===== src/rtl/game_countdown_ready.sv =====
// ---------------------------------------------------------------------------
// game_countdown_ready
//
// Pre-game "READY" prompt. While start_game_i is held high it scans the
// letters R-E-A-D-Y across the seven-segment digits and fills an LED
// progress bar over COUNT_SEC seconds. When the countdown finishes it
// raises ready_game_o and strobes ready_pulse_o for one cycle. If
// start_game_i drops at any point, the block returns to idle.
//
// Parameters
//   CLK_HZ    input clock frequency in Hz
//   SCAN_HZ   digit-slot advance rate (CLK_HZ/SCAN_HZ cycles per slot)
//   COUNT_SEC prompt length in seconds (1..9)
//   LED_W     LED bar width (1..16)
//
// Ports
//   clk_i             system clock
//   rst_ni            asynchronous active-low reset
//   start_game_i      high requests and holds the prompt
//   dig_display_o     one-hot digit enables
//   seg_code_1_o      segments for digits 7:4, {dp,g,f,e,d,c,b,a}
//   seg_code_2_o      segments for digits 3:0, same encoding
//   state_led_show_o  progress bar, MSB fills first
//   ready_game_o      level, prompt completed
//   ready_pulse_o     one-cycle strobe on completion
//
// Build option
//   GAME_READY_DIGIT_EN  adds a sixth slot showing the remaining seconds
//                        on digit 0.
//
// state | meaning
// IDLE  | waiting for start_game_i, all outputs 0
// RUN   | scanning READY and filling the bar
// DONE  | countdown finished, ready_game_o high, display dark
// ---------------------------------------------------------------------------
module game_countdown_ready #(
  parameter int CLK_HZ    = 100_000_000,
  parameter int SCAN_HZ   = 1000,
  parameter int COUNT_SEC = 3,
  parameter int LED_W     = 8
) (
  input  logic             clk_i,
  input  logic             rst_ni,
  input  logic             start_game_i,
  output logic [7:0]       dig_display_o,
  output logic [7:0]       seg_code_1_o,
  output logic [7:0]       seg_code_2_o,
  output logic [LED_W-1:0] state_led_show_o,
  output logic             ready_game_o,
  output logic             ready_pulse_o
);

  localparam int TOTAL    = COUNT_SEC * CLK_HZ;
  localparam int SCAN_CYC = CLK_HZ / SCAN_HZ;
  localparam int STEP_CYC = TOTAL / LED_W;
  localparam int CW = (TOTAL > 1)    ? $clog2(TOTAL)    : 1;
  localparam int PW = (SCAN_CYC > 1) ? $clog2(SCAN_CYC) : 1;
  localparam int SW = (STEP_CYC > 1) ? $clog2(STEP_CYC) : 1;
  localparam int LW = (LED_W > 1)    ? $clog2(LED_W)    : 1;
  localparam logic [CW-1:0] CNT_LAST  = CW'(TOTAL - 1);
  localparam logic [PW-1:0] SCAN_LAST = PW'(SCAN_CYC - 1);
  localparam logic [SW-1:0] STEP_LAST = SW'(STEP_CYC - 1);
  localparam logic [LW-1:0] LED_LAST  = LW'(LED_W - 1);
`ifdef GAME_READY_DIGIT_EN
  localparam logic [2:0] SLOT_LAST = 3'd5;
  localparam int SECW = (CLK_HZ > 1) ? $clog2(CLK_HZ) : 1;
  localparam logic [SECW-1:0] SEC_LAST = SECW'(CLK_HZ - 1);
`else
  localparam logic [2:0] SLOT_LAST = 3'd4;
`endif

  typedef enum logic [1:0] {IDLE, RUN, DONE} state_e;

  state_e            state_q, state_d;
  logic [CW-1:0]     cnt_q, cnt_d;
  logic [PW-1:0]     pre_q, pre_d;
  logic [2:0]        slot_q, slot_d;
  logic [SW-1:0]     step_q, step_d;
  // Index of the lowest lit LED counted from the MSB (lit LEDs = led_n + 1).
  logic [LW-1:0]     led_n_q, led_n_d;
  logic [7:0]        dig_q, dig_d, seg1_q, seg1_d, seg2_q, seg2_d;
  logic [LED_W-1:0]  led_q, led_d;
  logic              ready_game_q, ready_game_d, ready_pulse_q, ready_pulse_d;
`ifdef GAME_READY_DIGIT_EN
  logic [SECW-1:0]   secp_q, secp_d;
  logic [3:0]        sec_q, sec_d;
  logic [3:0]        remain;

  function automatic logic [7:0] seg_digit(input logic [3:0] d);
    case (d)
      4'd0:    seg_digit = 8'h3F;
      4'd1:    seg_digit = 8'h06;
      4'd2:    seg_digit = 8'h5B;
      4'd3:    seg_digit = 8'h4F;
      4'd4:    seg_digit = 8'h66;
      4'd5:    seg_digit = 8'h6D;
      4'd6:    seg_digit = 8'h7D;
      4'd7:    seg_digit = 8'h07;
      4'd8:    seg_digit = 8'h7F;
      4'd9:    seg_digit = 8'h6F;
      default: seg_digit = 8'h00;
    endcase
  endfunction

  assign remain = 4'(COUNT_SEC) - sec_q;
`endif

  // Abort wins over completion on the same edge.
  always_comb begin
    state_d = state_q;
    case (state_q)
      IDLE:    if (start_game_i) state_d = RUN;
      RUN:     if (!start_game_i) state_d = IDLE;
               else if (cnt_q == CNT_LAST) state_d = DONE;
      DONE:    if (!start_game_i) state_d = IDLE;
      default: state_d = IDLE;
    endcase
  end

  // All counters run only in RUN; any other state clears them, so every
  // entry into RUN starts from zero.
  always_comb begin
    cnt_d   = '0;
    pre_d   = '0;
    slot_d  = '0;
    step_d  = '0;
    led_n_d = '0;
`ifdef GAME_READY_DIGIT_EN
    secp_d  = '0;
    sec_d   = '0;
`endif
    if (state_q == RUN) begin
      cnt_d = (cnt_q == CNT_LAST) ? cnt_q : cnt_q + CW'(1);
      if (pre_q == SCAN_LAST) begin
        slot_d = (slot_q == SLOT_LAST) ? 3'd0 : slot_q + 3'd1;
      end else begin
        pre_d  = pre_q + PW'(1);
        slot_d = slot_q;
      end
      if (step_q == STEP_LAST) begin
        led_n_d = (led_n_q == LED_LAST) ? led_n_q : led_n_q + LW'(1);
      end else begin
        step_d  = step_q + SW'(1);
        led_n_d = led_n_q;
      end
`ifdef GAME_READY_DIGIT_EN
      if (secp_q == SEC_LAST) begin
        sec_d = sec_q + 4'd1;
      end else begin
        secp_d = secp_q + SECW'(1);
        sec_d  = sec_q;
      end
`endif
    end
  end

  always_comb begin
    dig_d  = '0;
    seg1_d = '0;
    seg2_d = '0;
    led_d  = '0;
    if (state_q == RUN) begin
      case (slot_q)
        3'd0: begin dig_d = 8'h40; seg1_d = 8'h77; end
        3'd1: begin dig_d = 8'h20; seg1_d = 8'h79; end
        3'd2: begin dig_d = 8'h10; seg1_d = 8'h77; end
        3'd3: begin dig_d = 8'h08; seg2_d = 8'h3F; end
        3'd4: begin dig_d = 8'h04; seg2_d = 8'h6E; end
`ifdef GAME_READY_DIGIT_EN
        3'd5: begin dig_d = 8'h01; seg2_d = seg_digit(remain); end
`endif
        default: ;
      endcase
      for (int i = 0; i < LED_W; i++) begin
        led_d[LED_W-1-i] = (i <= int'(led_n_q));
      end
    end
    // ready rises with the RUN->DONE transition and is held through the
    // edge that leaves DONE, so it falls one cycle after the abort edge.
    ready_pulse_d = (state_q == RUN) && (state_d == DONE);
    ready_game_d  = (state_q == DONE) || ready_pulse_d;
  end

  always_ff @(posedge clk_i or negedge rst_ni) begin
    if (!rst_ni) begin
      state_q       <= IDLE;
      cnt_q         <= '0;
      pre_q         <= '0;
      slot_q        <= '0;
      step_q        <= '0;
      led_n_q       <= '0;
      dig_q         <= '0;
      seg1_q        <= '0;
      seg2_q        <= '0;
      led_q         <= '0;
      ready_game_q  <= 1'b0;
      ready_pulse_q <= 1'b0;
`ifdef GAME_READY_DIGIT_EN
      secp_q        <= '0;
      sec_q         <= '0;
`endif
    end else begin
      state_q       <= state_d;
      cnt_q         <= cnt_d;
      pre_q         <= pre_d;
      slot_q        <= slot_d;
      step_q        <= step_d;
      led_n_q       <= led_n_d;
      dig_q         <= dig_d;
      seg1_q        <= seg1_d;
      seg2_q        <= seg2_d;
      led_q         <= led_d;
      ready_game_q  <= ready_game_d;
      ready_pulse_q <= ready_pulse_d;
`ifdef GAME_READY_DIGIT_EN
      secp_q        <= secp_d;
      sec_q         <= sec_d;
`endif
    end
  end

  assign dig_display_o    = dig_q;
  assign seg_code_1_o     = seg1_q;
  assign seg_code_2_o     = seg2_q;
  assign state_led_show_o = led_q;
  assign ready_game_o     = ready_game_q;
  assign ready_pulse_o    = ready_pulse_q;

endmodule


===== config.mk =====
export PLATFORM = sky130hd
export DESIGN_NAME = game_countdown_ready
export DESIGN_NICKNAME = d
export VERILOG_FILES = /design/src/rtl/game_countdown_ready.sv
export SDC_FILE = /design/constraint.sdc
export NUM_CORES = 1
export LEC_CHECK = 0
export ABC_CLOCK_PERIOD_IN_PS = 3700
export BUFFER_PORTS_ARGS = -buffer_cell sky130_fd_sc_hd__buf_2
export CAP_MARGIN = 20
export CORE_AREA = 2 2 94 96
export DETAILED_ROUTE_END_ITERATION = 12
export DIE_AREA = 0 0 96 98
export HOLD_SLACK_MARGIN = 0.12
export PLACE_DENSITY = 0.78
export SLEW_MARGIN = 15
export SYNTH_ARGS = -nofsm -noshare
export SYNTH_HDL_FRONTEND = slang
export SYNTH_SLANG_ARGS = --single-unit

===== constraint.sdc =====
create_clock -name clk_i -period 3.7 [get_ports clk_i]
set_input_delay 0.185 -clock clk_i [delete_from_list [all_inputs] [get_ports clk_i]]
set_output_delay 0.185 -clock clk_i [all_outputs]
set_load 0.01 [all_outputs]

-- Yosys cells after proc, flatten, opt, wreduce, memory -nomap -nowiden
Cells that the tools add are included.
- RAM bits: 0
- logic and storage cells: 69
- memory bits (read-only): 0
- input bits: 3
- register bits: 114
- latch bits: 0
- memories: 0
- output and inout port bits: 34
- add/sub/neg operators: 5
- reduce and logical (&&, ||, !) cells: 6
- shift-type cells: 0
- order comparisons: 7
- bitwise operators: 0
- mux-type cells: 24
- equal/unequal tests: 15
- divide/modulo/power cells: 0
- $mul: 0
- operator list (cell ; count):
    two-way mux 29 bit ; 2
    two-way mux 26 bit ; 2
    case mux 7 bit (5 select lines) ; 1
    two-way mux 17 bit ; 2
    adder 29 x 1 -> 29 bit, second input constant ; 1
    == test 29 bit, second input constant ; 1
    case mux 7 bit (2 select lines) ; 2
    adder 26 x 1 -> 26 bit, second input constant ; 1
    == test 26 bit, second input constant ; 1
    two-way mux 7 bit ; 3
    two-way mux 3 bit ; 6
    adder 17 x 1 -> 17 bit, second input constant ; 1
    == test 17 bit, second input constant ; 1
    less-or-equal comparator 3 bit, first input constant ; 4
    two-way mux 2 bit ; 4
    two-way mux 8 bit ; 1
    adder 3 x 1 -> 3 bit, second input constant ; 2
    == test 3 x 2 -> 1 bit, second input constant ; 2
    == test 3 bit, second input constant ; 2
    less-or-equal comparator 2 x 3 -> 1 bit, first input constant ; 2
    case mux 2 bit (3 select lines) ; 1
    == test 2 bit, second input constant ; 2
    != test 2 x 1 -> 1 bit, second input constant ; 2
    != test 2 bit, second input constant ; 2
    9 further kinds ; 9

-- Depth between registers and ports, before layout
Gate-level depths: netlist of run 1.
- depth after elaboration: 7
- gate-level depth with buffers: 8
- mapped depth without buffers: 6

-- Worst setup path before layout of run 1
Ideal clock, no wire load.
- kind: register to register
- start point: register step_q[16]
- end point: register step_q[13]
- arrival: 1.970 ns
- data required time: 3.580 ns
- setup time: 0.120 ns
- setup slack: 1.610 ns
- stages on the path, launching flop included: 6
- clock period less this slack: 2.090 ns
- buffers on the path: 1
- path through: dfrtp_1 > or4_1 > or4_4 > o31ai_4 > buf_6 > nor2_2
- longest elaborated chain between the ends: 3
- ends and longest elaborated chain (what ; line ; text):
    start, declared ; 78 ; logic [SW-1:0] step_q, step_d;
    start signal, assigned ; 207 ; step_q <= step_d;
    == test 26 bit ; 140 ; if (step_q == STEP_LAST) begin
    two-way mux 26 bit ; 140 ;
    two-way mux 26 bit ; 132 ; if (state_q == RUN) begin
    via step_d[13] ; 78 ;
The timed path passes the listed nets, and every way through them passes these cells.
A chain may end at the register's enable or synchronous reset.

-- Final worst setup path of run 1
- start point: register step_q[16]
- end point: register step_q[15]
The elaborated chain is that of the path after synthesis.

==> reports/results.tsv, run 1 <==
stage	metric	value	unit
run_status	status	complete, no violations	
timing	Fmax	0.444	GHz
timing	Worst-Margin Slew	0.642	ns
floorplanning	area of the die	0.00941	mm2
global_route	total track usage	19.6	%
critical_path	R2R cell count	5	
clocking	root buffer cell	clkbuf_8	
detailed_routing	DR iter-0 viols	137	
critical_path	delay-heaviest family, CP	simple AND/OR/NAND/NOR gates	
synth	Synth Area per Inst	10.1	um2
clocking	Post CTS Setup Buffer Count	0	
power	Worst VDD drop	0.207	mV
critical_path	Crit. End Element	flip-flop	
cells_and_area	antenna cells	0	
cells_and_area	P&R area growth vs syn	7.84	%
placed_design	Routability Congestion	0.842	
power	leakage power total	2.29	nW
clocking	Worst-Skew Late Latency	0.37	ns
cells_and_area	most frequent cells in the layout	dfrtp_1 (100), nor2_1 (58), nand2_1 (33)	
floorplanning	Initial Util	57.5	%
critical_path	slowest cell on the critical path	or4_4	
clocking	clock-pin slew on the worst setup and hold paths	0.11	ns
cells_and_area	layout cells sized above 1	15.9	%
timing	Pins Over Slew Limit	0	
hold_path	Worst Hold Class	in2async	
flow_run	Max-Cap Viols	0	
detailed_routing	Pre-Repair DR Iteration Count	4	
critical_path	CP startpoint kind	flip-flop	
clocking	post-cts resize count	0	
placed_design	DP Wirelength	5900	um
floorplanning	# IOs	37	
global_route	first-pass GRT wire length	14600	um
clocking	H-tree levels	3	
clocking	hold buffers post-CTS	2	
critical_path	worst-path maximum fanout	24	
critical_path	CP arrival	2.49	ns
detailed_routing	Antenna Nets Post-Route	0	
timing	final setup fails	0	
detailed_routing	DRC violations left	0	
timing	Worst Skew	0.0196	ns
floorplanning	die width	96	um
critical_path	Required @ worst endpoint	3.94	ns
synth	#FFs+latches synth	100	
detailed_routing	Highest Signal Layer	met4	
synth	sequential share of the synthesized area	51.4	%
power	pwr dens	351	mW/mm2
timing	RSZ-0062 raised after global routing	no	
detailed_routing	via/cell ratio	5.50	
global_route	initial antenna violation count	0	
synth	Yosys warning count	0	
detailed_routing	Routed met1 length	4010	um
synth	Syn Inst Count	484	
floorplanning	chip height	98	um
floorplanning	cell row count	34	
global_route	largest net degree at the start of global routing	54	
clocking	Inserted Clock Buffers	9	
global_route	global route overflow	0	
detailed_routing	vias	3427	
critical_path	Bufs and invs on worst path	1	
cells_and_area	fill count	689	
placed_design	Setup WS pre-CTS	1.45	ns
clocking	CTS sink count	100	
critical_path	CP Cell Sequence	or4_1, or4_4, o31ai_4, buf_4, a21oi_1	
timing	Slew headroom	57.2	%
critical_path	WS Path Type	reg2reg	
detailed_routing	DR WL met2	4100	um
floorplanning	Core Region	0.00847	mm2
placed_design	number of port buffers	31	
cells_and_area	NumNets Final	524	
synth	synthesized cell area	0.00487	mm2
timing	endpoints failing hold	0	
clocking	CTS max path bufs	2	
timing	Tmin final	2.25	ns
global_route	number of global-route vias before repair	3352	
detailed_routing	met3 wire len	291	um
detailed_routing	wire per inst	13.7	um
timing	final period utilization	60.9	%
cells_and_area	most common cell after layout, fill and taps aside	dfrtp_1	
clocking	CTS tree	yes	
detailed_routing	Routed WL	8510	um
timing	Worst Slack Setup Final	1.45	ns
critical_path	total number of cells along the worst setup path	5	
timing	Setup TNS	0	ns
critical_path	slowest stage delay, CP	0.53	ns
synth	synth unique cells	42	
## synth_stat cells, drive strengths merged
cell type  count  area, um2
nand2         33        124
and4bb         1       12.5
and2           4       25.0
or2            4       25.0
inv           15       56.3
nand3         18       90.1
nand2b         4       25.0
nor2b          2       12.5
conb           1       3.75
ha            11        138
mux2           1       11.3
o21a           1       7.51
o21ai         11       55.1
and3          12       76.3
nor2          78        343
mux2i          5       50.1
o31ai          1       21.3
o211a          1       10.0
nor4           6       52.6
buf           17        133
and4           9       78.8
clkbuf        10       37.5
or4            3       26.3
dfrtp        100       2500
o311ai         1       8.76
o41ai          1       8.76
nor3          27        135
a21oi         17       85.1
xor2          21        184
nor4b          5       43.8
or3           12       75.1
a31oi          2       12.5
o211ai         1       7.51
xnor2         32        280
nand4         17        113
## through the flow
step                      area [um2]  hold WS, ns  std cells  utilization [%]  total power (W)
final                           5250        0.430        623             62.0          0.00184
after global placement          5040        0.304        605             59.6          0.00121
after detailed placement        5040        0.316        605             59.6          0.00121
after global routing            5250        0.484        623             62.0          0.00192
after CTS                       5250        0.443        623             62.0          0.00187
after floorplan                 4880       -0.111        488                -          0.00118
## metal layers
| layer | vias to the layer above | global-route usage [%] |
|---|---|---|
| met5 | - | 0 |
| li1 | 1689 | - |
| met2 | 58 | 31.0 |
| met3 | 9 | 5.32 |
| met4 | 0 | 6.81 |
| met1 | 1671 | 26.0 |
## sequential cells by signal (all words and copies together), names as in the netlist
signal and count:
dig_display_o 4, slot_q 3, step_q 26, state_q 2, led_n_q 3, state_led_show_o 8, ready_pulse_o 1, pre_q 17
ready_game_o 1, cnt_q 29, seg_code_2_o 3, seg_code_1_o 3
## layout make-up
class                      instances  area, um2  share of cell area [%]
sequential                       100       2500                    47.7
multi-input combinational        346       2160                    41.1
timing repair buffer              38        215                    4.10
clock buffer                      11        141                    2.69
tap                              108        135                    2.57
inverter                          15       56.3                    1.07
clock inverter                     5       45.0                   0.858
## worst reg2reg max path, stage by stage (launching register included)
cell,delay (ns)
dfrtp_1,0.44
or4_1,0.53
or4_4,0.53
o31ai_4,0.18
buf_4,0.37
a21oi_1,0.09
## final timing paths
check | from | endpoint | slack (ns)
setup / recovery | step_q[16]$_DFF_PN0_ | step_q[15]$_DFF_PN0_ | 1.45
hold / removal | rst_ni | cnt_q[20]$_DFFE_PN0P_ | 0.43
setup reg to reg | step_q[16]$_DFF_PN0_ | step_q[15]$_DFF_PN0_ | 1.45
hold reg to reg | step_q[0]$_DFF_PN0_ | step_q[0]$_DFF_PN0_ | 0.47
max in group asynchronous | rst_ni | step_q[5]$_DFF_PN0_ | 2.79
min in group clk_i | step_q[0]$_DFF_PN0_ | step_q[0]$_DFF_PN0_ | 0.47
## cell families after synthesis
logic type      Yosys count  share of synthesized area [%]
compound gates           36                           4.45
xor+xnor                 53                           9.53
fa+ha+maj                11                           2.83
buf+inv                  42                           4.65
flops                   100                           51.4
mux                       6                           1.26
other cells               1                         0.0770
simple gates            235                           25.8
## where the power goes
part | total (W) | leakage [nW] | switching, W | internal, W
clock | 0.000657 | 0.0920 | 0.000385 | 0.000273
combinational | 0.0000757 | 0.822 | 0.0000560 | 0.0000196
sequential | 0.00111 | 1.38 | 0.00000902 | 0.00110
total | 0.00184 | 2.29 | 0.000450 | 0.00140
No activity file was read; power rests on OpenSTA's default activity.
==> run 2, diff against run 1 <==
--- a/config.mk
+++ b/config.mk
@@ -5,14 +5,14 @@
 export SDC_FILE = /design/constraint.sdc
 export NUM_CORES = 1
 export LEC_CHECK = 0
-export ABC_CLOCK_PERIOD_IN_PS = 3700
+export ABC_CLOCK_PERIOD_IN_PS = 1900
 export BUFFER_PORTS_ARGS = -buffer_cell sky130_fd_sc_hd__buf_2
 export CAP_MARGIN = 20
-export CORE_AREA = 2 2 94 96
+export CORE_AREA = 2 2 98 100
 export DETAILED_ROUTE_END_ITERATION = 12
-export DIE_AREA = 0 0 96 98
+export DIE_AREA = 0 0 100 102
 export HOLD_SLACK_MARGIN = 0.12
-export PLACE_DENSITY = 0.78
+export PLACE_DENSITY = 0.75
 export SLEW_MARGIN = 15
 export SYNTH_ARGS = -nofsm -noshare
 export SYNTH_HDL_FRONTEND = slang
==> constraint.sdc (replaced) <==
create_clock -name clk_i -period 1.9 [get_ports clk_i]
set_input_delay 0.095 -clock clk_i [delete_from_list [all_inputs] [get_ports clk_i]]
set_output_delay 0.095 -clock clk_i [all_outputs]
set_load 0.01 [all_outputs]
==> reports/results.tsv, run 2 (synthesis gave the netlist of run 1 again) <==
stage	metric	value	unit
floorplanning	# IOs	37	
floorplanning	area of the die	0.0102	mm2
timing	final setup fails	27	
detailed_routing	Routed WL	9530	um
detailed_routing	Antenna Nets Post-Route	0	
critical_path	CP arrival	2.37	ns
power	pwr dens	645	mW/mm2
flow_run	Max-Cap Viols	0	
clocking	Worst-Skew Late Latency	0.37	ns
detailed_routing	DR WL met2	4600	um
timing	Fmax	0.473	GHz
detailed_routing	Highest Signal Layer	met4	
cells_and_area	antenna cells	0	
clocking	CTS max path bufs	2	
clocking	clock-pin slew on the worst setup and hold paths	0.10	ns
timing	Slew headroom	58.0	%
detailed_routing	vias	3606	
critical_path	CP startpoint kind	flip-flop	
global_route	total track usage	19.2	%
timing	Worst-Margin Slew	0.629	ns
cells_and_area	P&R area growth vs syn	17.9	%
clocking	CTS tree	yes	
cells_and_area	max reg flops	29	
timing	Setup TNS	-4.98	ns
timing	RSZ-0062 raised after global routing	yes	
run_status	status	finished, violations left	
floorplanning	Initial Util	53.5	%
timing	Tmin final	2.11	ns
detailed_routing	met3 wire len	292	um
cells_and_area	non-filler instance count after layout	656	
timing	final period utilization	111	%
floorplanning	cell row count	35	
cells_and_area	largest register by flop count	cnt_q	
cells_and_area	Top Registers	cnt_q: 29 flops, step_q: 26 flops, pre_q: 17 flops	
run_status	violated checks	setup timing	
placed_design	DP Wirelength	6170	um
timing	endpoints failing hold	0	
critical_path	Worst Setup SP	step_q[15]$_DFF_PN0_	
detailed_routing	DRC violations left	0	
critical_path	Required @ worst endpoint	2.16	ns
clocking	H-tree levels	3	
placed_design	number of port buffers	31	
cells_and_area	fin util	63.0	%
detailed_routing	Routed met1 length	4520	um
placed_design	Routability Congestion	0.808	
hold_path	Worst Hold Class	in2async	
cells_and_area	NumNets Final	554	
clocking	root buffer cell	clkbuf_8	
global_route	first-pass GRT wire length	15700	um
cells_and_area	layout cells sized above 1	25.3	%
placed_design	placed insts	629	
floorplanning	die width	100	um
timing	Worst Slack Setup Final	-0.213	ns
global_route	initial antenna violation count	0	
detailed_routing	Pre-Repair DR Iteration Count	4	
power	Worst VDD drop	0.316	mV
critical_path	reg-to-reg critical path startpoint	step_q[15]$_DFF_PN0_	
floorplanning	chip height	102	um
detailed_routing	wire per inst	14.5	um
global_route	number of global-route vias before repair	3446	
detailed_routing	DR iter-0 viols	172	
global_route	largest net degree at the start of global routing	46	
clocking	Inserted Clock Buffers	9	
timing	Worst Skew	0.00949	ns
clocking	CTS sink count	100	
cells_and_area	most frequent cells in the layout	dfrtp_1 (100), nor2_1 (57), nand2_1 (33)	
timing	Pins Over Slew Limit	0	
critical_path	WS Path Type	reg2reg	
placed_design	Placed Area	0.00526	mm2
power	leakage power total	2.51	nW
cells_and_area	post-route design area	0.00574	mm2
detailed_routing	via/cell ratio	5.50	
global_route	global route overflow	0	
cells_and_area	most common cell after layout, fill and taps aside	dfrtp_1	
floorplanning	Core Region	0.00911	mm2
critical_path	Crit. End Element	flip-flop	
critical_path	worst-path maximum fanout	6	
-- run 2: cell count changes in the layout (fill, tap and decap cells not counted), sizes merged --
cell / delta
buf: +29
clkinv: -2
inv: +3
clkbuf: -1
clkinvlp: +1
-- run 2: worst paths after layout --
kind | endpoint | slack [ns] | depth (start not counted)
max in group asynchronous | cnt_q[4]$_DFFE_PN0P_ | 1.02 | 3
worst min-delay path | step_q[23]$_DFF_PN0_ | 0.27 | 2
min in group clk_i | step_q[0]$_DFF_PN0_ | 0.47 | 1
worst max-delay path | step_q[10]$_DFF_PN0_ | -0.21 | 6
worst min register to register | step_q[0]$_DFF_PN0_ | 0.47 | 1
worst max register to register | step_q[10]$_DFF_PN0_ | -0.21 | 6
-- run 2: worst max-delay path: stages (launching register included) --
cell	delay (ns)
dfrtp_1	0.40
or4_4	0.52
or4_4	0.47
o31ai_4	0.25
buf_6	0.18
buf_16	0.14
nor2_4	0.03
-- run 2: repair_timing --
item | 4_1_cts | 5_1_grt
buffers inserted | 3 | 2
endpoints found under the hold margin | 46 | 0
pin swaps | 4 | 9
endpoints found under the setup margin | 28 | 51
resized for setup | 3 | 33
cloned | 2 | 2
hold buffers | 2 | 0
-- run 2: routing by layer --
layer	global-route usage, %	vias to the layer above
met3	3.42	13
met5	0	-
li1	-	1755
met1	25.1	1765
met4	7.80	0
met2	32.2	73
-- run 2: power breakdown --
part           leakage [nW]  switching, W  internal (W)  total [W]
sequential             1.38     0.0000185       0.00215    0.00217
clock                0.0922      0.000817      0.000513    0.00133
combinational          1.03      0.000126     0.0000791   0.000205
total                  2.51      0.000962       0.00274    0.00370
-- run 2: final cells by class --
class / instances / area, um2
multi-input combinational: 346 / 2300
fill: 720 / 3370
tap: 111 / 139
clock buffer: 9 / 124
clock inverter: 7 / 66.3
inverter: 15 / 56.3
sequential: 100 / 2500
timing repair buffer: 68 / 553
-- run 2: metrics by stage --
| step | hold WS (ns) | setup slack, ns | power, W |
|---|---|---|---|
| after floorplan | -0.201 | -0.137 | 0.00230 |
| after global placement | 0.152 | -0.112 | 0.00237 |
| after detailed placement | 0.159 | -0.139 | 0.00238 |
| after CTS | 0.298 | -0.151 | 0.00372 |
| after global routing | 0.336 | -0.276 | 0.00385 |
| final | 0.272 | -0.213 | 0.00370 |
==> run 3, diff against run 2 <==
--- a/config.mk
+++ b/config.mk
@@ -8,9 +8,9 @@
 export ABC_CLOCK_PERIOD_IN_PS = 1900
 export BUFFER_PORTS_ARGS = -buffer_cell sky130_fd_sc_hd__buf_2
 export CAP_MARGIN = 20
-export CORE_AREA = 2 2 98 100
+export CORE_AREA = 3 3 99 101
 export DETAILED_ROUTE_END_ITERATION = 12
-export DIE_AREA = 0 0 100 102
+export DIE_AREA = 0 0 102 104
 export HOLD_SLACK_MARGIN = 0.12
 export PLACE_DENSITY = 0.75
 export SLEW_MARGIN = 15
==> reports/results.tsv, run 3 (synthesis gave the netlist of run 1 again) <==
stage	metric	value	unit
run_status	status	finished, violations left	
run_status	violated checks	setup timing	
timing	endpoints failing hold	0	
floorplanning	die width	102	um
clocking	CTS max path bufs	2	
critical_path	slowest cell on the critical path	or4_1	
detailed_routing	DR iter-0 viols	187	
cells_and_area	fin util	62.0	%
power	Comb power frac	4.7	%
critical_path	Bufs and invs on worst path	1	
timing	Tmin final	2.07	ns
critical_path	Required @ worst endpoint	2.15	ns
detailed_routing	DRC violations left	0	
timing	Worst Slack Setup Final	-0.170	ns
timing	Worst Skew	0.0146	ns
critical_path	worst-path maximum fanout	6	
cells_and_area	P&R area growth vs syn	15.9	%
critical_path	R2R cell count	5	
global_route	largest net degree at the start of global routing	43	
floorplanning	cell row count	35	
timing	Slew headroom	65.1	%
power	pwr dens	670	mW/mm2
floorplanning	# IOs	37	
floorplanning	Initial Util	53.5	%
critical_path	reg-to-reg critical path startpoint	step_q[15]$_DFF_PN0_	
timing	Worst-Margin Slew	0.523	ns
cells_and_area	Top Registers	cnt_q: 29 flops, step_q: 26 flops, pre_q: 17 flops	
cells_and_area	fill count	730	
clocking	H-tree levels	3	
clocking	Worst-Skew Late Latency	0.36	ns
cells_and_area	most common cell after layout, fill and taps aside	dfrtp_1	
critical_path	total number of cells along the worst setup path	5	
floorplanning	area of the die	0.0106	mm2
timing	final setup fails	27	
clocking	CTS sink count	100	
cells_and_area	most frequent cells in the layout	dfrtp_1 (100), nor2_1 (58), nand2_1 (33)	
cells_and_area	antenna cells	0	
critical_path	CP arrival	2.32	ns
power	leakage power total	2.51	nW
global_route	GR Util met2	29.3	%
timing	RSZ-0062 raised after global routing	yes	
timing	Fmax	0.483	GHz
power	clock network fraction of total power	38.0	%
global_route	met3 usage	4.16	%
floorplanning	Core Region	0.00911	mm2
placed_design	DP Wirelength	6310	um
detailed_routing	vias	3570	
critical_path	delay-heaviest family, CP	simple AND/OR/NAND/NOR gates	
detailed_routing	via/cell ratio	5.44	
critical_path	WS Path Type	reg2reg	
flow_run	Max-Cap Viols	0	
power	total power	0.00378	W
timing	final period utilization	109	%
cells_and_area	largest register by flop count	cnt_q	
critical_path	R2R setup slack	-0.17	ns
power	Sequential Power Share	57.3	%
placed_design	number of port buffers	31	
clocking	CTS tree	yes	
clocking	Inserted Clock Buffers	9	
floorplanning	chip height	104	um
power	P_sw	0.000930	W
timing	Pins Over Slew Limit	0	
cells_and_area	non-filler instance count after layout	656	
global_route	initial antenna violation count	0	
critical_path	critical path endpoint	step_q[14]$_DFF_PN0_	
critical_path	CP Cell Sequence	or4_1, or4_4, o31ai_4, clkbuf_16, nor2_2	
detailed_routing	Routed WL	9270	um
cells_and_area	layout cells sized above 1	23.1	%
power	Int Pwr	0.00285	W
cells_and_area	max reg flops	29	
clocking	root buffer cell	clkbuf_8	
global_route	number of global-route vias before repair	3544	
power	Sw Ratio	24.6	%
detailed_routing	Pre-Repair DR Iteration Count	5	
placed_design	placed insts	633	
critical_path	Worst Setup SP	step_q[15]$_DFF_PN0_	
clocking	clock-pin slew on the worst setup and hold paths	0.10	ns
global_route	layer with the highest usage	met2	
placed_design	Routability Congestion	0.823	
global_route	global route overflow	0	
detailed_routing	wire per inst	14.1	um
critical_path	CP startpoint kind	flip-flop	
global_route	total track usage	18.3	%
critical_path	Reg2Reg Capture Point	step_q[14]$_DFF_PN0_	
power	Worst VDD drop	0.360	mV
critical_path	slowest stage delay, CP	0.51	ns
global_route	GRT met1 Usage	25.2	%
detailed_routing	Antenna Nets Post-Route	0	
hold_path	Worst Hold Class	in2async	
global_route	first-pass GRT wire length	16000	um
cells_and_area	NumNets Final	554	
critical_path	Crit. End Element	flip-flop	
## run 3: changes by cell type in the layout (fill, tap and decap cells not counted), moves of 2 or more
cell,delta
nor2_2,+4
buf_4,+4
a21oi_1,+6
a21oi_2,-6
nor2_4,-5
buf_16,-2
inv_8,-2
or3_1,+2
or3_4,-2
## run 3: final cells by class
type                            count  area (um2)  share of cell area [%]
Multi-Input combinational cell    346        2230                    39.5
Clock buffer                        9         124                    2.19
Timing Repair Buffer               68         503                    8.91
Tap cell                          111         139                    2.46
Inverter                           15        56.3                   0.997
Clock inverter                      7        91.3                    1.62
Sequential cell                   100        2500                    44.3
## run 3: timing repair
action | 4_1_cts | 5_1_grt
resized for setup | 2 | 16
buffers inserted | 1 | 1
hold buffers | 2 | 0
pin swaps | 2 | 10
cloned | 0 | 3
setup endpoints to repair | 33 | 62
hold endpoints to repair | 104 | 0
## run 3: layer usage
layer	share of wire, %	routed length, um
met5	0	0
met1	47	4320
met2	49	4520
met3	3.5	324
met4	1.1	101
## run 3: per-stage QoR
| stage | area, um2 | TNS (ns) | hold slack (ns) | worst slack (ns) |
|---|---|---|---|---|
| 2_1_floorplan | 4890 | -2.85 | -0.201 | -0.137 |
| 5_1_grt | 5650 | -5.94 | 0.232 | -0.260 |
| 6_report | 5650 | -3.90 | 0.211 | -0.170 |
| 3_5_place_dp | 5280 | -2.68 | 0.0720 | -0.134 |
| 4_1_cts | 5530 | -3.00 | 0.209 | -0.139 |
| 3_3_place_gp | 5280 | -2.24 | 0.0620 | -0.107 |
## run 3: power by group through the flow
stage | logic [W] | clock network (W) | registers, W
after global placement | 0.000164 | 0 | 0.00221
after floorplan | 0.0000915 | 0 | 0.00221
after CTS | 0.000173 | 0.00147 | 0.00217
final | 0.000179 | 0.00143 | 0.00217
after global routing | 0.000205 | 0.00155 | 0.00217
after detailed placement | 0.000169 | 0 | 0.00221
## run 3: worst reg2reg max path: stages (launching register included)
cell,delay (ns)
dfrtp_1,0.38
or4_1,0.51
or4_4,0.46
o31ai_4,0.34
clkbuf_16,0.24
nor2_2,0.04
## run 3: worst min-delay path by stage
stage / start / end / slack [ns]
floorplan: rst_ni / cnt_q[0]$_DFFE_PN0P_ / -0.20
global placement: rst_ni / step_q[24]$_DFF_PN0_ / 0.06
global route: rst_ni / step_q[23]$_DFF_PN0_ / 0.23
finish: rst_ni / step_q[23]$_DFF_PN0_ / 0.21
CTS: rst_ni / step_q[23]$_DFF_PN0_ / 0.21
detailed placement: rst_ni / step_q[23]$_DFF_PN0_ / 0.07
